===== src/rtl/nonrestoring_div.sv =====
// Sequential non-restoring divider: one quotient bit per clock, result packed {remainder, quotient}.
// Define DIV_SIGNED_EN for two's-complement signed division; otherwise operands are unsigned.
module nonrestoring_div #(
    parameter int unsigned REG_SIZE = 32
) (
    input  logic                  clock,
    input  logic                  clear_n,
    input  logic                  start,
    input  logic [REG_SIZE-1:0]   Q,
    input  logic [REG_SIZE-1:0]   M,
    output logic [2*REG_SIZE-1:0] result,
    output logic                  busy,
    output logic                  done,
    output logic                  div_zero
);

    localparam int unsigned CW = $clog2(REG_SIZE) + 1;
    localparam logic [CW-1:0] LAST_ITER = CW'(REG_SIZE - 1);

    localparam logic [1:0] IDLE = 2'd0;
    localparam logic [1:0] RUN  = 2'd1;
    localparam logic [1:0] FIX  = 2'd2;
    localparam logic [1:0] DONE = 2'd3;

    logic [1:0]          state;
    logic [CW-1:0]       count;
    logic [REG_SIZE:0]   a_reg;
    logic [REG_SIZE-1:0] q_reg;
    logic [REG_SIZE-1:0] m_reg;

    logic [REG_SIZE:0]   a_shift;
    logic [REG_SIZE:0]   a_step;
    logic [REG_SIZE-1:0] q_in;
    logic [REG_SIZE-1:0] m_in;
    logic [REG_SIZE-1:0] quot;
    logic [REG_SIZE-1:0] rem;

`ifdef DIV_SIGNED_EN
    logic q_neg;
    logic r_neg;
`endif

    always_comb begin
`ifdef DIV_SIGNED_EN
        q_in = Q[REG_SIZE-1] ? ('0 - Q) : Q;
        m_in = M[REG_SIZE-1] ? ('0 - M) : M;
`else
        q_in = Q;
        m_in = M;
`endif
        // Sign test uses A before the shift; the 33-bit wrap is harmless since the result fits.
        a_shift = {a_reg[REG_SIZE-1:0], q_reg[REG_SIZE-1]};
        if (!a_reg[REG_SIZE])
            a_step = a_shift - {1'b0, m_reg};
        else
            a_step = a_shift + {1'b0, m_reg};

        rem  = a_reg[REG_SIZE] ? (a_reg[REG_SIZE-1:0] + m_reg) : a_reg[REG_SIZE-1:0];
        quot = q_reg;
`ifdef DIV_SIGNED_EN
        if (q_neg)
            quot = '0 - q_reg;
        if (r_neg)
            rem = '0 - rem;
`endif
    end

    always_ff @(posedge clock or negedge clear_n) begin
        if (!clear_n) begin
            state    <= IDLE;
            count    <= '0;
            a_reg    <= '0;
            q_reg    <= '0;
            m_reg    <= '0;
            result   <= '0;
            div_zero <= 1'b0;
`ifdef DIV_SIGNED_EN
            q_neg    <= 1'b0;
            r_neg    <= 1'b0;
`endif
        end else begin
            case (state)
                IDLE: begin
                    if (start) begin
                        if (M == '0) begin
                            result   <= {Q, {REG_SIZE{1'b1}}};
                            div_zero <= 1'b1;
                            state    <= DONE;
                        end else begin
                            a_reg <= '0;
                            q_reg <= q_in;
                            m_reg <= m_in;
                            count <= '0;
`ifdef DIV_SIGNED_EN
                            q_neg <= Q[REG_SIZE-1] ^ M[REG_SIZE-1];
                            r_neg <= Q[REG_SIZE-1];
`endif
                            state <= RUN;
                        end
                    end
                end
                RUN: begin
                    a_reg <= a_step;
                    q_reg <= {q_reg[REG_SIZE-2:0], ~a_step[REG_SIZE]};
                    count <= count + 1'b1;
                    if (count == LAST_ITER)
                        state <= FIX;
                end
                FIX: begin
                    result   <= {rem, quot};
                    div_zero <= 1'b0;
                    state    <= DONE;
                end
                default: state <= IDLE;
            endcase
        end
    end

    assign busy = (state != IDLE);
    assign done = (state == DONE);

endmodule


===== config.mk =====
export PLATFORM = sky130hd
export DESIGN_NAME = nonrestoring_div
export DESIGN_NICKNAME = d
export VERILOG_FILES = /design/src/rtl/nonrestoring_div.sv
export SDC_FILE = /design/constraint.sdc
export NUM_CORES = 1
export LEC_CHECK = 0
export CAP_MARGIN = 20
export CELL_PAD_IN_SITES_DETAIL_PLACEMENT = 1
export CELL_PAD_IN_SITES_GLOBAL_PLACEMENT = 1
export CORE_MARGIN = 2
export CORE_UTILIZATION = 47
export DETAILED_ROUTE_END_ITERATION = 7
export HOLD_SLACK_MARGIN = 0.08
export PLACE_DENSITY = 0.84
export SLEW_MARGIN = 40
export SYNTH_ARGS = -nofsm -noshare
export SYNTH_HDL_FRONTEND = slang
export SYNTH_SLANG_ARGS = --single-unit

===== constraint.sdc =====
create_clock -name clock -period 10.5 [get_ports clock]
set_clock_uncertainty 0.2 [all_clocks]
set_input_delay 2.1 -clock clock [delete_from_list [all_inputs] [get_ports clock]]
set_output_delay 2.1 -clock clock [all_outputs]
set_load 0.005 [all_outputs]

# Yosys cells after proc, flatten, opt, wreduce, memory -nomap -nowiden
# Cells that the tools add are included.
# totals
out_inout_bits	67
reg_bits	170
inputBits	67
# classes
addsub	4
muxes	21
n_eq_ne	8
bitwise_logic	2
reduce_logical	9
# op_table
operator	count
$mux 64	2
$pmux 64 s2	1
$mux 33	3
$mux 32	3
$pmux 33 s2	1
$pmux 32 s2	1
$add 33x32->33	1
$sub 33x32->33	1
$add 32x32->32	1
$logic_not 32->1	1
$mux 6	2
$pmux 6 s2	1
$reduce_and 3->1	3
$ne 2x2->1 const B	4
$add 6x1->6 const B	1
$eq 6x5->1 const B	1
$mux 2	3
$pmux 2 s3	1
$reduce_bool 2->1	3
$eq 2x2->1 const B	2
$eq 2x1->1 const B	1
$logic_not 2->1	1
$mux 1	2
$not 1->1	2
other kinds (2)	2

# Logic depth before layout (Yosys ltp)
# Gate-level depths: netlist of the first run.
# depth
depth_word	4
ltp_mapped	20
mapped_depth_nobuf	20

# Least setup slack after synthesis of the first run
# OpenSTA, ideal clock, no wires.
# synth_timing
path_type	reg2reg
start	register m_reg[11]
end	register a_reg[32]
setup_time_ns	0.125
slack_ns	5.995
arrival_ns	4.180
period_less_slack_ns	4.505
required_ns	10.175
path_stages_with_launch	21
path_cell_list	dfrtp_1 > or4_4 > or3_4 > nor4_4 > nand2_2 > nor3_1 > nand2b_1 > o31a_1 > xor2_1 > ha_1 > clkbuf_1 > nand2_1 > nor2_1 > and2_1 > nand2_1 > nor4b_1 > o21ai_1 > a21oi_1 > xnor2_1 > nor2_1 > mux2_2
# synth_via
elab_chain_len	3
elab_cells_between_ends	4
classes_between	add/sub (2); mux (2)
# synth_lines
element	line	text
from (decl)	29	logic [REG_SIZE-1:0] m_reg;
from (signal assigned)	92	m_reg <= m_in;
$sub 33x32->33 / $add 33x32->33 (equally long branches)	54, 56	
$mux 33 (*)	53	if (!a_reg[REG_SIZE])
$pmux 33 s2 (*)	82	case (state)
to (signal assigned)	103	a_reg <= a_step;
to (decl)	27	logic [REG_SIZE:0] a_reg;
# Mark *: on every way between the ends. The rest lies on a longest branch, timed or not.
# A chain may end at the register's enable or synchronous reset.

# Worst setup path after layout of the first run
# layout_timing
start	input port M[16]
end	register a_reg[15]
# layout_via
elab_chain_len	3
# layout_lines
element	line	text
from (decl)	10	input logic [REG_SIZE-1:0] M,
$logic_not 32->1	85	if (M == '0) begin
$ne 2x2->1 (no source line)	--	
$reduce_and 3->1 (no source line)	--	
# Every way passes these cells.

==> results of run 1 <==
Yosys cell counts (3+ instances only):
library cell | n | area [µm²]
nand2b_1 | 8 | 50.05
o21bai_1 | 8 | 60.06
o211ai_1 | 7 | 52.55
dfrtp_1 | 170 | 4254
a211oi_1 | 11 | 82.58
inv_1 | 66 | 247.7
nand3_1 | 14 | 70.07
o31ai_1 | 11 | 82.58
a21oi_1 | 152 | 760.7
buf_1 | 9 | 33.78
nor3_1 | 16 | 80.08
mux2i_1 | 11 | 110.1
ha_1 | 70 | 875.8
a21o_1 | 45 | 337.8
o2111ai_1 | 3 | 26.28
a221oi_1 | 14 | 122.6
xor2_1 | 49 | 429.2
o21ai_1 | 20 | 100.1
or4_1 | 3 | 22.52
a2111oi_0 | 3 | 26.28
nor2b_1 | 9 | 56.30
a31oi_1 | 48 | 300.3
o22ai_1 | 44 | 275.3
nand4_1 | 12 | 75.07
and3_1 | 9 | 56.30
o21a_1 | 10 | 75.07
nor3b_1 | 4 | 30.03
o21ai_0 | 60 | 300.3
xnor2_1 | 40 | 350.3
nor4_1 | 14 | 87.58
mux2_2 | 34 | 382.9
clkbuf_1 | 63 | 236.5
nand2_1 | 94 | 352.8
nor2_1 | 138 | 518.0
final cells by class:
cell class	instances	area [µm²]
clock inverter	14	146.4
fill	2737	9978
multi-input combinational	998	6589
tap	319	399.1
timing repair buffer	146	1498
sequential	170	4255
clock buffer	17	425.4
inverter	67	251.5
cells in the final DEF (no fill, tap or decap), types with 12 or more instances in the layout:
cell	synthesis	layout
a221oi_1	14	14
nand2_1	94	93
dfrtp_1	170	169
clkbuf_16	0	17
nand3_1	14	14
ha_1	70	69
xor2_1	49	49
a21oi_1	152	152
xnor2_1	40	40
o21ai_1	20	19
nor4_1	14	13
o22ai_1	44	44
nor3_1	16	16
mux2_2	34	34
nor2_1	138	136
o21ai_0	60	60
a31oi_1	48	47
a21o_1	45	45
clkdlybuf4s50_1	0	132
nand4_1	12	12
inv_1	66	66
stage by stage:
stage	utilization (%)	total power [mW]	instances	hold WS (ps)	instance area [µm²]
4_1_cts	57.59	4.948	1731	287.2	13560
3_5_place_dp	55.16	4.287	1700	270.1	12990
5_1_grt	57.62	5.347	1731	312.3	13560
3_3_place_gp	54.64	4.115	1695	257.4	12860
6_report	57.62	4.974	1731	283.3	13560
2_1_floorplan	-	3.252	1307	262.8	11300
critical path: cells and delay by family:
family          cells  cell delay, ps
buf+inv             2            1000
simple gates        5            2430
compound gates      2             580
routing by layer:
layer,vias to the layer above,GRT usage (%)
li1,4904,-
met2,322,48.42
met1,5293,40.74
met4,0,8.017
met3,50,4.090
met5,-,0
final timing paths:
check / from / end / slack, ps
min reg2reg: result[36] / result[36] / 280
min: result[36] / result[36] / 280
max reg2reg: m_reg[11] / a_reg[32] / 4910
max: M[16] / a_reg[15] / 4430
max in group asynchronous: clear_n / a_reg[30] / 7310
min in group asynchronous: clear_n / result[5] / 1350
cells by family (layout without fill, tap and decap cells):
kind of cell / after synthesis / after routing / synth area share, %
XOR/XNOR: 90 / 90 / 7.039
multiplexers: 45 / 45 / 4.361
AO/OA/AOI/OAI: 454 / 454 / 24.55
AND/OR/NAND/NOR: 337 / 337 / 13.70
flip-flops: 170 / 170 / 37.63
adder cells (fa/ha/maj): 72 / 72 / 8.102
buffers and inverters: 139 / 244 / 4.615
where the power goes:
group	internal, mW	switching (mW)	leakage, nW	total [mW]
clock	0.316	0.317	0.278	0.633
combinational	1.30	1.78	3.73	3.08
sequential	0.947	0.310	1.95	1.26
total	2.57	2.41	5.95	4.97
==> impl_metrics.ini, run 1 <==
[grt]
gr-total-overflow = 0
grt_usage_pct = 29.39
grt_pass1_vias = 10900
antenna_found_initial = 0
grt_first_pass_wirelength_um = 59960
grt_max_degree = 96

[drt]
ant_nets = 0
via_per_inst = 6.106
dr.pass1.iters = 5
post-route-drc-count = 0
drt_iter0_markers = 713
wl_per_cell_um = 21.35
route.met3.wl_um = 1892
wl_met2_um = 17540
met1Wirelength_um = 16800
wl_um = 36960
num_vias = 10570
routed.top_layer = met4

[die]
start_util_pct = 48.02
pin_count = 134
die-area_mm2 = 0.02531
rows = 56
die_x_um = 159.1
die_h_um = 159.1
core_mm2 = 0.02354

[yosys]
synth_flop_cell = dfrtp_1
syn_nets = 1446
ys.warnings.count = 0
ys_ff_latch = 170
postSynthCellCount = 1307
ys_seq_area_share_pct = 37.63
synth-async-reset-ratio_pct = 100.0
synth_area_mm2 = 0.01130
synth.distinct_cells = 66
synth_edf_count = 0
syn-mean-instance-area_um2 = 8.649

[timing]
post-route-min-period_ps = 6069
rsz0062_at_grt = no
worst_slack_ps = 4431
fmax_mhz = 164.8
relSlewSlack_pct = 47.59
tightestPinTransition_ps = 779.0
setup_tns_ps = 0
hold_viol_final = 0
finalMaxSlewViolations = 0
setup_viol_count_final = 0
finalCritPeriodShare_pct = 57.80

[clock_network]
cts_tree = done
cts_buffers = 17
htree_num_levels = 4
clock_path_buffers = 2
path_clk_slew_ps = 80
postCtsHoldBufs = 0
post-cts-setup-buffer-count = 0
cts_root_buf = clkbuf_16
cts.sinks = 170
ctsResizeCount = 0
clock_latency_ps = 440

[power]
power.density_mw_per_mm2 = 366.7
ir_worst_vdd_uv = 164.6
leakagePower_nw = 5.954

[flow_run]
drv_cap = 0

[status]
status = completed

[critical_path]
worstPathArrival_ps = 6130
path_class = in -> reg
cp-start-kind = primary input
r2r.worst_path.cells = 19
crit_chain = clkdlybuf4s50_1, nor4_1, nand4_1, nor2_1, or3_4, buf_6, o21ai_2, nand2_1, o21ai_0
slowest_stage = nor4_1
end_kind = flip-flop
cpPeakStageDelay_ps = 700
worst_ep_required_time_ps = 10570
crit_fanout = 95

[place]
gp_congestion = 0.8880
dp.final_hpwl_um = 27670
place_ws_ps = 3669
io_buffers = 133

[final_layout]
syn_to_final_growth_pct = 19.99
drive_gt1_share_pct = 7.011
nets = 1539
n_antenna_cell = 0
largest_reg_flops = 64

[hold_path]
whs_path_depth = 2
worstHoldPathType = reg -> reg
Power figures use the tool's default switching activity.
==> run 2: changes to the inputs <==
Settings changed: CORE_UTILIZATION 47 to 43, PLACE_DENSITY 0.84 to 0.78.
Clock period 10.5 ns to 6.29 ns, I/O delays scaled along.
==> impl_metrics.ini, run 2 (synthesis results as in run 1) <==
[die]
die-area_mm2 = 0.02760
die_x_um = 166.1
die_h_um = 166.1
pin_count = 134
rows = 59
core_mm2 = 0.02591
start_util_pct = 43.63

[final_layout]
syn_to_final_growth_pct = 20.11
drive_gt1_share_pct = 7.193
largest_reg_flops = 64
nets = 1544
n_antenna_cell = 0
layout_common_cells = dfrtp_1, a21oi_1, nor2_1, clkdlybuf4s50_1, nand2_1
fin_cells = 1753
final_common_cell = dfrtp_1

[power]
switching_share_pct = 48.13
intPower_mw = 4.288
power.density_mw_per_mm2 = 608.9
p_comb_share_pct = 61.3
power.switching_mw = 3.979
p_seq_share_pct = 25.7
pwr-share-clk_pct = 13.0
ir_worst_vdd_uv = 220.3
leakagePower_nw = 5.957

[critical_path]
worst_ep_required_time_ps = 6420
reg2reg_setup_slack_ps = 900
r2r-end = a_reg[32]
end_kind = flip-flop
cp-startpoint = m_reg[11]
r2r.worst_path.cells = 19
worstPathArrival_ps = 5520
timing.rr.start = m_reg[11]
crit_fanout = 8
cp-start-kind = flip-flop
cp-endpoint = a_reg[32]
path_class = reg -> reg

[status]
status = completed

[drt]
ant_nets = 0
via_per_inst = 5.970
route.met3.wl_um = 1503
routed.top_layer = met4
post-route-drc-count = 0
num_vias = 10470
drt_iter0_markers = 685
dr.pass1.iters = 5
wl_um = 37260
wl_per_cell_um = 21.25
wl_met2_um = 17140
met1Wirelength_um = 17940

[grt]
grt_usage_pct = 27.05
gr-total-overflow = 0
grt_pass1_vias = 10680
antenna_found_initial = 0
grt_first_pass_wirelength_um = 59530
grt_max_degree = 76

[timing]
finalCritPeriodShare_pct = 85.67
fmax_mhz = 185.6
setup_viol_count_final = 0
relSlewSlack_pct = 48.47
hold_viol_final = 0
post-route-min-period_ps = 5389
setup_tns_ps = 0
finalMaxSlewViolations = 0
tightestPinTransition_ps = 768.8
rsz0062_at_grt = no

[clock_network]
cts_buffers = 17
cts.sinks = 170
postCtsHoldBufs = 0
cts_root_buf = clkbuf_16
clock_latency_ps = 450
post-cts-setup-buffer-count = 0
path_clk_slew_ps = 80
htree_num_levels = 4
cts_tree = done
ctsResizeCount = 0
clock_path_buffers = 2

[flow_run]
drv_cap = 0

[place]
dp.final_hpwl_um = 27460
dp_cells = 1721
io_buffers = 133
gp_congestion = 0.9104

[hold_path]
worstHoldPathType = reg -> reg
[run 2: metal layers]
metal,track usage [%],up-vias
li1,-,4921
met1,39.23,5257
met2,42.88,249
met3,3.051,39
met4,7.713,0
met5,0,-
[run 2: power by group through the flow]
stage	Sequential, mW	Clock [mW]	Combinational, mW
final	2.12	1.08	5.07
after global routing	2.18	1.13	5.59
after CTS	2.11	1.09	5.03
after detailed placement	2.13	0	4.98
after global placement	2.10	0	4.82
after floorplan	1.93	0	3.50
[run 2: per-stage QoR]
| stage | utilization [%] | cell area, µm² | hold WS [ps] | setup slack [ps] | power (mW) |
|---|---|---|---|---|---|
| after floorplan | - | 11300 | 262.8 | 1785 | 5.428 |
| after global placement | 49.93 | 12940 | 257.6 | 958.8 | 6.921 |
| after detailed placement | 50.15 | 12990 | 265.4 | 983.7 | 7.108 |
| after CTS | 52.39 | 13580 | 281.9 | 870.8 | 8.233 |
| after global routing | 52.40 | 13580 | 318.7 | 522.2 | 8.896 |
| final | 52.40 | 13580 | 277.1 | 901.4 | 8.268 |
[run 2: final cells by class]
cell class	instances	area (µm²)
fillers	3064	12330
well taps	335	419.2
clock buffers	18	429.2
flip-flops and latches	170	4255
repair buffers	151	1495
multi-input cells	998	6575
inverters	67	251.5
clock inverters	14	152.6
[run 2: worst min path at each step]
stage | from | to | slack (ps) | cells past startpoint
floorplan | result[43] | result[43] | 260 | 2
finish | result[48] | result[48] | 280 | 2
CTS | result[48] | result[48] | 280 | 2
global route | result[38] | result[38] | 320 | 2
global placement | result[43] | result[43] | 260 | 2
detailed placement | result[48] | result[48] | 270 | 2
[run 2: critical path, stage by stage (launching register included)]
cell,delay [ps]
dfrtp_1,460
or4_4,540
or3_4,380
nor4_4,260
nand2_2,160
nor3_1,250
nand2b_1,190
o31a_1,380
xor2_1,170
ha_1,440
nand2_1,80
nor2_1,120
and2_1,180
nand2_1,60
nor4b_1,530
o21ai_1,120
a21oi_1,250
xnor2_1,150
nor2_1,80
mux2_2,290
